--- src/rtl/fsqrt_wb.sv ---
// Writeback merge for fsqrt results: priority unit wins the register-file port, fsqrt results queue in a FIFO.
// Optional per-register pending tracking is enabled with `define FSQRT_WB_PEND_EN.
module fsqrt_wb #(
    parameter int DEPTH = 4
) (
    input  logic                     clk,
    input  logic                     rst,
    input  logic                     sq_valid,
    input  logic [4:0]               sq_addr,
    input  logic [31:0]              sq_data,
    input  logic                     alu_valid,
    input  logic [4:0]               alu_addr,
    input  logic [31:0]              alu_data,
    output logic                     wr_en,
    output logic [4:0]               wr_addr,
    output logic [31:0]              wr_data,
    output logic [31:0]              pend,
    output logic [$clog2(DEPTH):0]   count,
    output logic                     ovf
);
    localparam int PW = $clog2(DEPTH);
    localparam int CW = PW + 1;

    logic [4:0]    mem_addr [DEPTH];
    logic [31:0]   mem_data [DEPTH];
    logic [PW-1:0] head, tail;
    logic [4:0]    head_addr;
    logic [31:0]   head_data;
    logic          empty, full, pop, push, push_ok;

    assign head_addr = mem_addr[head];
    assign head_data = mem_data[head];
    assign empty     = (count == '0);
    assign full      = (count == CW'(DEPTH));
    // Head drains whenever the port is free; a full buffer can still accept if it pops this cycle.
    assign pop       = !alu_valid && !empty;
    assign push      = sq_valid && (alu_valid || !empty);
    assign push_ok   = push && (!full || pop);

    always_ff @(posedge clk or posedge rst) begin
        if (rst) begin
            head    <= '0;
            tail    <= '0;
            count   <= '0;
            ovf     <= 1'b0;
            wr_en   <= 1'b0;
            wr_addr <= '0;
            wr_data <= '0;
        end else begin
            if (push_ok) tail <= tail + PW'(1);
            if (pop)     head <= head + PW'(1);
            case ({push_ok, pop})
                2'b10:   count <= count + CW'(1);
                2'b01:   count <= count - CW'(1);
                default: ;
            endcase
            if (push && !push_ok) ovf <= 1'b1;
            wr_en <= alu_valid || !empty || sq_valid;
            if (alu_valid) begin
                wr_addr <= alu_addr;
                wr_data <= alu_data;
            end else if (!empty) begin
                wr_addr <= head_addr;
                wr_data <= head_data;
            end else if (sq_valid) begin
                wr_addr <= sq_addr;
                wr_data <= sq_data;
            end
        end
    end

    // Storage needs no reset: pointers and count define which entries are live.
    always_ff @(posedge clk) begin
        if (push_ok) begin
            mem_addr[tail] <= sq_addr;
            mem_data[tail] <= sq_data;
        end
    end

`ifdef FSQRT_WB_PEND_EN
    // A counter per register so duplicate destinations keep pend set until the last one drains.
    for (genvar a = 0; a < 32; a++) begin : g_pend
        logic [CW-1:0] n;
        logic          inc, dec;
        assign inc = push_ok && (sq_addr == 5'(a));
        assign dec = pop && (head_addr == 5'(a));
        always_ff @(posedge clk or posedge rst) begin
            if (rst)              n <= '0;
            else if (inc && !dec) n <= n + CW'(1);
            else if (dec && !inc) n <= n - CW'(1);
        end
        assign pend[a] = |n;
    end
`else
    assign pend = '0;
`endif
endmodule

--- config.mk ---
export PLATFORM = sky130hd
export DESIGN_NAME = fsqrt_wb
export DESIGN_NICKNAME = d
export VERILOG_FILES = /design/src/rtl/fsqrt_wb.sv
export SDC_FILE = /design/constraint.sdc
export NUM_CORES = 1
export LEC_CHECK = 0
export CAP_MARGIN = 10
export CORE_MARGIN = 2
export CORE_UTILIZATION = 56
export DETAILED_ROUTE_END_ITERATION = 7
export PLACE_DENSITY_LB_ADDON = 0.15
export REMOVE_ABC_BUFFERS = 1
export SETUP_SLACK_MARGIN = 0.1
export SLEW_MARGIN = 20
export SYNTH_ARGS = -nofsm -noshare
export SYNTH_HDL_FRONTEND = slang
export SYNTH_SLANG_ARGS = --single-unit
--- constraint.sdc ---
create_clock -name clk -period 4.4 [get_ports clk]
set_clock_uncertainty 0.15 [all_clocks]
set_input_delay 0.44 -clock clk [delete_from_list [all_inputs] [get_ports clk]]
set_output_delay 0.44 -clock clk [all_outputs]
set_load 0.03 [all_outputs]
Word-level counts from Yosys, hierarchy flattened
Memories as Yosys holds them, arrays and structs flattened.
Cells that the tools add are included.

storage, ports and cells
  flip-flop bits (word level) = 46
  bits in latches = 0
  bits in writable memories = 148
  ROM bits = 0
  bits of input ports = 78
  output and inout bits = 74
  word-level logic and storage cells = 39
  memories = 2

operators by class
  add/subtract/negate cells = 4
  multiply operators = 0
  divide/modulo/power cells = 0
  magnitude comparators = 0
  equal/unequal tests = 4
  shift-type cells = 0
  muxes and demuxes = 9
  bitwise logic cells = 0
  reductions and logical operators = 13

memories
  memory    depth  width  rd ports  clocked after memory_dff  wr ports  line  RTL
  mem_data  4      32     1         0                         1         25    logic [31:0] mem_data [DEPTH];
  mem_addr  4      5      1         0                         1         24    logic [4:0] mem_addr [DEPTH];

operators with widths
  cell                   count
  $mux W32               3
  $mux W5                3
  $pmux W3 S2            1
  $add A2 B1 Y2 const B  2
  $logic_and A1 B1 Y1    4
  $logic_not A1 Y1       4
  $add A3 B1 Y3 const B  1
  $eq A3 B3 Y1 const B   1
  $logic_not A3 Y1       1
  $logic_or A1 B1 Y1     3
  $ne A3 B3 Y1 const B   1
  $sub A3 B1 Y3 const B  1
  $eq A2 B1 Y1 const B   1
  $eq A2 B2 Y1 const B   1
  $mux W1                2
  $reduce_bool A2 Y1     1

Longest topological paths before layout
Gate-level depths: netlist (run 1).

  depth after elaboration = 7
  depth in mapped cells = 10
  depth with buffers taken out = 7

Worst setup path before layout (run 1)
OpenSTA, ideal clock, no wires.

  path kind = flip-flop to flip-flop
  start point = register count[0]
  end point = memory mem_addr[0][0], enable pin
  library setup time = 398 ps
  arrival time = 2088 ps
  required time = 3852 ps
  path slack = 1764 ps
  cell stages (with the launch flop) = 4
  clock period less this slack = 2636 ps
  path through = dfrtp_1 nor2_1 a21oi_1 and2_1

on the way
  cells in the longest elaborated chain, start to end = 7
  elaborated cells between the ends (all ways) = 11
  those cells by class = eq/ne: 1; mux: 2; reduce/logical: 8

ends and longest elaborated chain
  item                                                              line    RTL
  start, declared                                                   18      output logic [$clog2(DEPTH):0] count,
  start signal, assigned                                            53      2'b10: count <= count + CW'(1);
  start signal, assigned                                            54      2'b01: count <= count - CW'(1);
  $logic_not A3 Y1                                                  33      assign empty = (count == '0);
  $logic_not A1 Y1                                                  n/a
  $logic_or A1 B1 Y1 / $logic_and A1 B1 Y1 (equally long branches)  37, 36
  $logic_and A1 B1 Y1 / $logic_or A1 B1 Y1 (equally long branches)  37, 38
  $logic_and A1 B1 Y1 *                                             38      assign push_ok = push && (!full || pop);
  $mux W1 *                                                         74      if (push_ok) begin
  $mux W1 (implied by the code) *                                   75      mem_addr[tail] <= sq_addr;
  end, declared                                                     24

Every way passes the cells marked *; elsewhere a longest branch is shown, timed or not.

Worst setup path in the final report (run 1)
  start point = register count[0]
  end point = register count[2]

on the way
  cells in the longest elaborated chain, start to end = 7
  elaborated cells between the ends (all ways) = 15
  those cells by class = add/sub: 2; eq/ne: 3; mux: 1; reduce/logical: 9

ends and longest elaborated chain
  item                                                              line    RTL
  $logic_not A3 Y1                                                  33
  $logic_not A1 Y1                                                  n/a
  $logic_or A1 B1 Y1 / $logic_and A1 B1 Y1 (equally long branches)  37, 36
  $logic_and A1 B1 Y1 / $logic_or A1 B1 Y1 (equally long branches)  37, 38
  $logic_and A1 B1 Y1                                               38
  $eq A2 B1 Y1 / $eq A2 B2 Y1 (equally long branches)               52      case ({push_ok, pop})
  $pmux W3 S2 / $reduce_bool A2 Y1 (equally long branches)          n/a

Parallel ways exist; a longest one is shown, timed or not.
A chain may end at the register's enable or synchronous reset.

==> metrics.txt, run 1 <==
CP Data Required Time between 4 and 5 ns; slew at the pin closest to its max-slew limit 1.09 ns; clk slew on worst S/H paths 0.06 ns; post-synthesis sequential area ratio 68.5%; WHS 0.324 ns; Sum Neg Setup Slack 0 ns; Setup crit end kind register; core area 14400 µm²; Reg2Reg Depth 6; DRT iter0 DRCs 476; area of the mapped netlist 8160 µm²; final hold violation count 0; Yosys top cell by area edfxtp_1; Final Net Count 717; global-route wire length before repair ~27000 µm; largest net degree at the start of global routing 47; final instance area 9920 µm²; H-tree levels 4; Max-Cap Viols 0; Pwr Density 657 nW/µm²; cts repair resizes 0; Area after DPL 9280 µm²; Most used DFF post-synth edfxtp_1; routability congestion estimate 0.719; Post-synth EDFFs 148; reg2reg start count[0]; Worst Hold Launch ovf; final wirelength 17100 µm; worst hold path type register to register; CTS Hold Bufs 0; Clock Path Buffers 2; Tot GR Track Use 22.7%; RSZ-0062 raised after global routing false; WL/cell ~21 µm; Post-synth ARST share 23.7%; WS Path Type register to register; top-area cell type share of the netlist area 54.4%; largest cells by area after synthesis edfxtp_1 54%, dfrtp_1 14%, mux4_2 10%; Slew HR 26.7%; drt via density 5.89; hold endpoint ovf; Worst Path Arrival 2.86 ns; sequence of cells on the critical path or3_2 -> nand2_1 -> nor2_1 -> fa_1 -> o31a_1 -> mux2i_1; Worst-Skew Late Latency 0.42 ns; Max FO, Critical Path 34; Die ar. around 16000 µm²; status finished, final reports clean; layout cells sized above 1 13.9%; # DRC 0; most frequent cells in the layout 148 x edfxtp_1, 118 x clkdlybuf4s50_1, 44 x dfrtp_1; grt ovf 0; DR pass1 iterations 5; Synth Instances about 530; Area Overhead vs Synth 21.5%; Via Count 4892; vias in the first global route 4952; Hold Path Cell Cnt 1; yosys warns 0; chip height 125 µm; CTS tree yes; Initial Utilization 56.8%; die width 125 µm; Post-DRT Antenna Nets 0; initial antenna violation count 0; period utilization 60.7%; endpoints failing setup 0; Worst setup SP type register; Detailed Place HPWL 10100 µm; setup bufs post-CTS 0; Root Driver clkbuf_16; ANT cells 0; Port Buf Inserts 119; Final Worst Setup Slack 1.73 ns; FF-to-FF End count[2]; leading cell type in the layout, fill and taps excluded edfxtp_1; maximum clock rate 0.374 GHz; FP Rows 44; crit path max-delay cell type or3_2; Yosys cell types 36; max incr delay on CP 0.83 ns; Peak supply drop 0.650 mV; CP startpoint count[0]; Fillers 987; IO Pins 152; FF+latch count, synth 194; r2r setup slk between 1.5 and 2 ns; max-slew violation count 0; clk sink count 194; LEAKAGE 3.44 nW; Mapped Avg Cell Area 15.4 µm²; TritonCTS buffer count 17; Place WS 1.28 ns; Tmin final 2.67 ns
-- power breakdown --
group | switching, mW | internal (mW)
registers | 0.351 | 2.48
logic | 1.12 | 0.928
clock network | 0.630 | 1.01
-- per-stage QoR --
step                      std cells  util (%)  total power, mW
final                           831      69.0             6.52
after global routing            831      69.0             6.82
after CTS                       831      69.0             6.58
after detailed placement        799      64.6             4.95
after global placement          799      64.6             4.89
after floorplan                 491         -             4.11
-- synth_stat cells (2+ instances only) --
cell,number
edfxtp_1,148
dfrtp_1,46
nand3_1,39
nand2_1,38
mux4_2,37
a31oi_1,36
o21ai_0,35
buf_4,34
nor3_1,33
clkbuf_1,16
buf_2,13
buf_6,7
inv_1,5
o21ai_1,5
xnor2_1,5
and2_1,4
ha_1,4
nor2_1,3
nor3_2,3
a21oi_1,2
or2_1,2
xor2_1,2
-- layout make-up --
cell class	count	area [µm²]	area share (%)
Sequential cell	194	5600	56.5
Multi-Input combinational cell	291	2200	22.2
Timing Repair Buffer	124	1220	12.3
Clock buffer	21	480	4.84
Tap cell	184	230	2.32
Clock inverter	11	156	1.58
Inverter	6	23.8	0.240
-- routing by layer --
metal / global-route usage [%] / part of all wire (%) / up-vias
met3: 4.51 / 5.3 / 17
met5: 0 / 0 / -
met2: 39.6 / 53 / 181
met1: 28.8 / 40 / 2518
li1: - / - / 2176
met4: 7.47 / 1.1 / 0
-- worst max-delay path by stage --
stage | endpoint | cells after the start
6_report | count[2] | 6
5_1_grt | count[2] | 6
4_1_cts | count[2] | 6
3_5_place_dp | mem_data[0][23] | 4
3_3_place_gp | mem_data[1][23] | 4
2_1_floorplan | count[1] | 6
-- cells by family (layout without fill, tap and decap cells) --
group                      Yosys count  count (layout)  synth area share, %
AOI/OAI and AO/OA                   82              82                 5.73
xor gates and xnor gates             7               7                0.751
adders and majority gates            5               5                0.858
buffers and inverters               77             162                 5.95
DFF                                194             194                 68.5
muxes                               39              39                 10.5
other                                1              32               0.0459
and+or+nand+nor                    126             126                 7.65
-- flip-flops by register name, summed over array words and instances (netlist names) --
name	count
wr_en	1
mem_data	128
count	3
wr_addr	5
wr_data	32
ovf	1
tail	2
mem_addr	20
head	2
-- critical path, delay by kind of cell (launching register included) --
family	cells	cell delay, ns
and+or+nand+nor	3	1.12
muxes	1	0.12
adders and majority gates	1	0.41
DFF	1	0.48
AOI/OAI and AO/OA	1	0.31
(Power assumes the default switching activity.)
==> run 2, diff against run 1 <==
CORE_UTILIZATION = 47   (was 56)
clock period = 2.3 ns   (was 4.4 ns; I/O delays follow)
==> metrics.txt, run 2 (synthesis results as in run 1) <==
status finished, final reports clean; DRT iter0 DRCs 283 (-41%); CP startpoint count[0]; routability congestion estimate 0.725 (+0.78%); LEAKAGE 3.58 nW (+4.2%); FP Rows 48 (+9.1%); Most flops, register mem_data; reg2reg start count[0]; H-tree levels 4 (unchanged); sequential power share 39.9% (-3.6 points); Worst-Skew Late Latency 0.43 ns (about the same); Critical Path End count[2]; Setup crit end kind register; Worst Path Arrival 2.27 ns (-0.59 ns); Root Driver clkbuf_16; Clock Path Buffers 2 (unchanged); global-route wire length before repair 28400 µm (+5.1%); Layout Cells excl Fill 901 (+8.4%); Area Overhead vs Synth 25.5%; NetSw 4.15 mW (+97%); Final Net Count 746 (+4.0%); period utilization 90.0% (+29 points); Max FO, Critical Path 3 (-91%); Worst setup SP type register; grt ovf 0 (unchanged); vias in the first global route 5104 (+3.1%); Sum Neg Setup Slack 0 ns (unchanged); layout cells sized above 1 17.5% (+3.5 points); worst hold path type input port to register; TritonCTS buffer count 17 (unchanged); Port Buf Inserts 119 (unchanged); drt via density 5.51 (-6.4%); leading cell type in the layout, fill and taps excluded edfxtp_1; Largest register FFs 128 (unchanged); Area after DPL 9620 µm² (+3.7%); Via Count 4963 (+1.5%); CP Data Required Time 2.49 ns (-2.10 ns); placed cell count 868 (+8.6%); max-slew violation count 0 (unchanged); IO Pins 152 (unchanged); Power Total 12.7 mW (+95%); WS Path Type register to register; Sw Share 32.7% (+0.40 points); Fillers 1308 (+33%); Post-DRT Antenna Nets 0 (unchanged); Detailed Place HPWL 11200 µm (+11%); Comb pwr share 36.2% (+4.8 points); # DRC 0 (unchanged); final hold violation count 0 (unchanged); DR pass1 iterations 5 (unchanged); Hold Path Cell Cnt 4 (+3); final instance area 10200 µm² (+3.3%); Tmin final 2.07 ns (-0.600 ns); FF-to-FF End count[2]; Reg2Reg Depth 6 (unchanged); final wirelength 18000 µm (+5.3%); clk sink count 194 (unchanged); chip height 136 µm (+8.9%); largest registers mem_data x128, wr_data x32, mem_addr x20; clk slew on worst S/H paths 0.07 ns (about the same); r2r setup slk 0.23 ns (-1.50 ns); ANT cells 0 (unchanged); RSZ-0062 raised after global routing false; Tot GR Track Use 20.8% (-1.9 points); Initial Utilization 47.7% (-9.1 points); WL/cell 20.0 µm (-2.9%); endpoints failing setup 0 (unchanged); CTS tree yes; Peak supply drop 0.662 mV (+2.0%); initial antenna violation count 0 (unchanged); most frequent cells in the layout 148 x edfxtp_1, 118 x clkdlybuf4s50_1, 44 x dfrtp_1; Slew HR 37.9% (+11 points); maximum clock rate 0.483 GHz (+29%); Internal 8.55 mW (+94%); Pwr Density 1240 nW/µm² (+89%); setup bufs post-CTS 0 (unchanged); Max-Cap Viols 0 (unchanged); Util after Layout 59.9% (-9.2 points); clock network fraction of total power 23.9% (-1.2 points); slew at the pin closest to its max-slew limit 0.931 ns (-0.160 ns); largest net degree at the start of global routing 76 (+62%); core area 17100 µm² (+19%); die width 136 µm (+8.9%); Die ar. 18400 µm² (+19%); Worst Hold Launch alu_valid
-- run 2: power groups by stage --
stage | clock (mW) | combinational, mW | sequential, mW
global placement | 0 | 4.62 | 5.09
finish | 3.04 | 4.60 | 5.06
global route | 3.24 | 4.97 | 5.15
CTS | 3.10 | 4.67 | 5.07
floorplan | 0 | 1.83 | 6.03
detailed placement | 0 | 4.65 | 5.14
-- run 2: layout make-up --
type / count / area (µm²) / area share [%]
clock inverter: 11 / 154 / 1.50
timing repair buffer: 153 / 1520 / 14.8
clock buffer: 21 / 460 / 4.49
multi-input combinational: 291 / 2210 / 21.5
tap: 225 / 282 / 2.75
inverter: 6 / 22.5 / 0.220
sequential: 194 / 5600 / 54.7
-- run 2: through the flow --
step	hold slack, ns	setup WS, ns
3_5_place_dp	0.312	0.193
6_report	0.0760	0.230
4_1_cts	0.0463	0.179
5_1_grt	0.0900	0.137
3_3_place_gp	0.308	0.265
2_1_floorplan	0.179	-0.943
-- run 2: metal layers --
layer	vias to the layer above	part of all wire, %	track usage [%]
li1	2248	-	-
met1	2510	40	26.7
met2	189	51	36.1
met3	16	7.1	4.23
met4	0	1.4	5.96
met5	-	0	0
-- run 2: repair_timing --
| action | CTS | global route |
|---|---|---|
| hold endpoints to repair | 11 | 0 |
| setup endpoints to repair | 0 | 1 |
| hold buffers | 1 | 0 |
| resized for setup | 0 | 1 |
-- run 2: how the worst min path moves through the flow --
stage,end,slack [ns]
after floorplan,mem_addr[0][0],0.18
after global placement,ovf,0.31
after detailed placement,ovf,0.31
after CTS,head[0],0.05
after global routing,head[0],0.09
final,head[0],0.08
-- run 2: critical path: stages (launching register included) --
cell and delay, ns:
dfrtp_1 0.38, or3_2 0.49, nand2_1 0.12, nor2_1 0.06, fa_2 0.35, o31a_1 0.30
mux2i_1 0.14
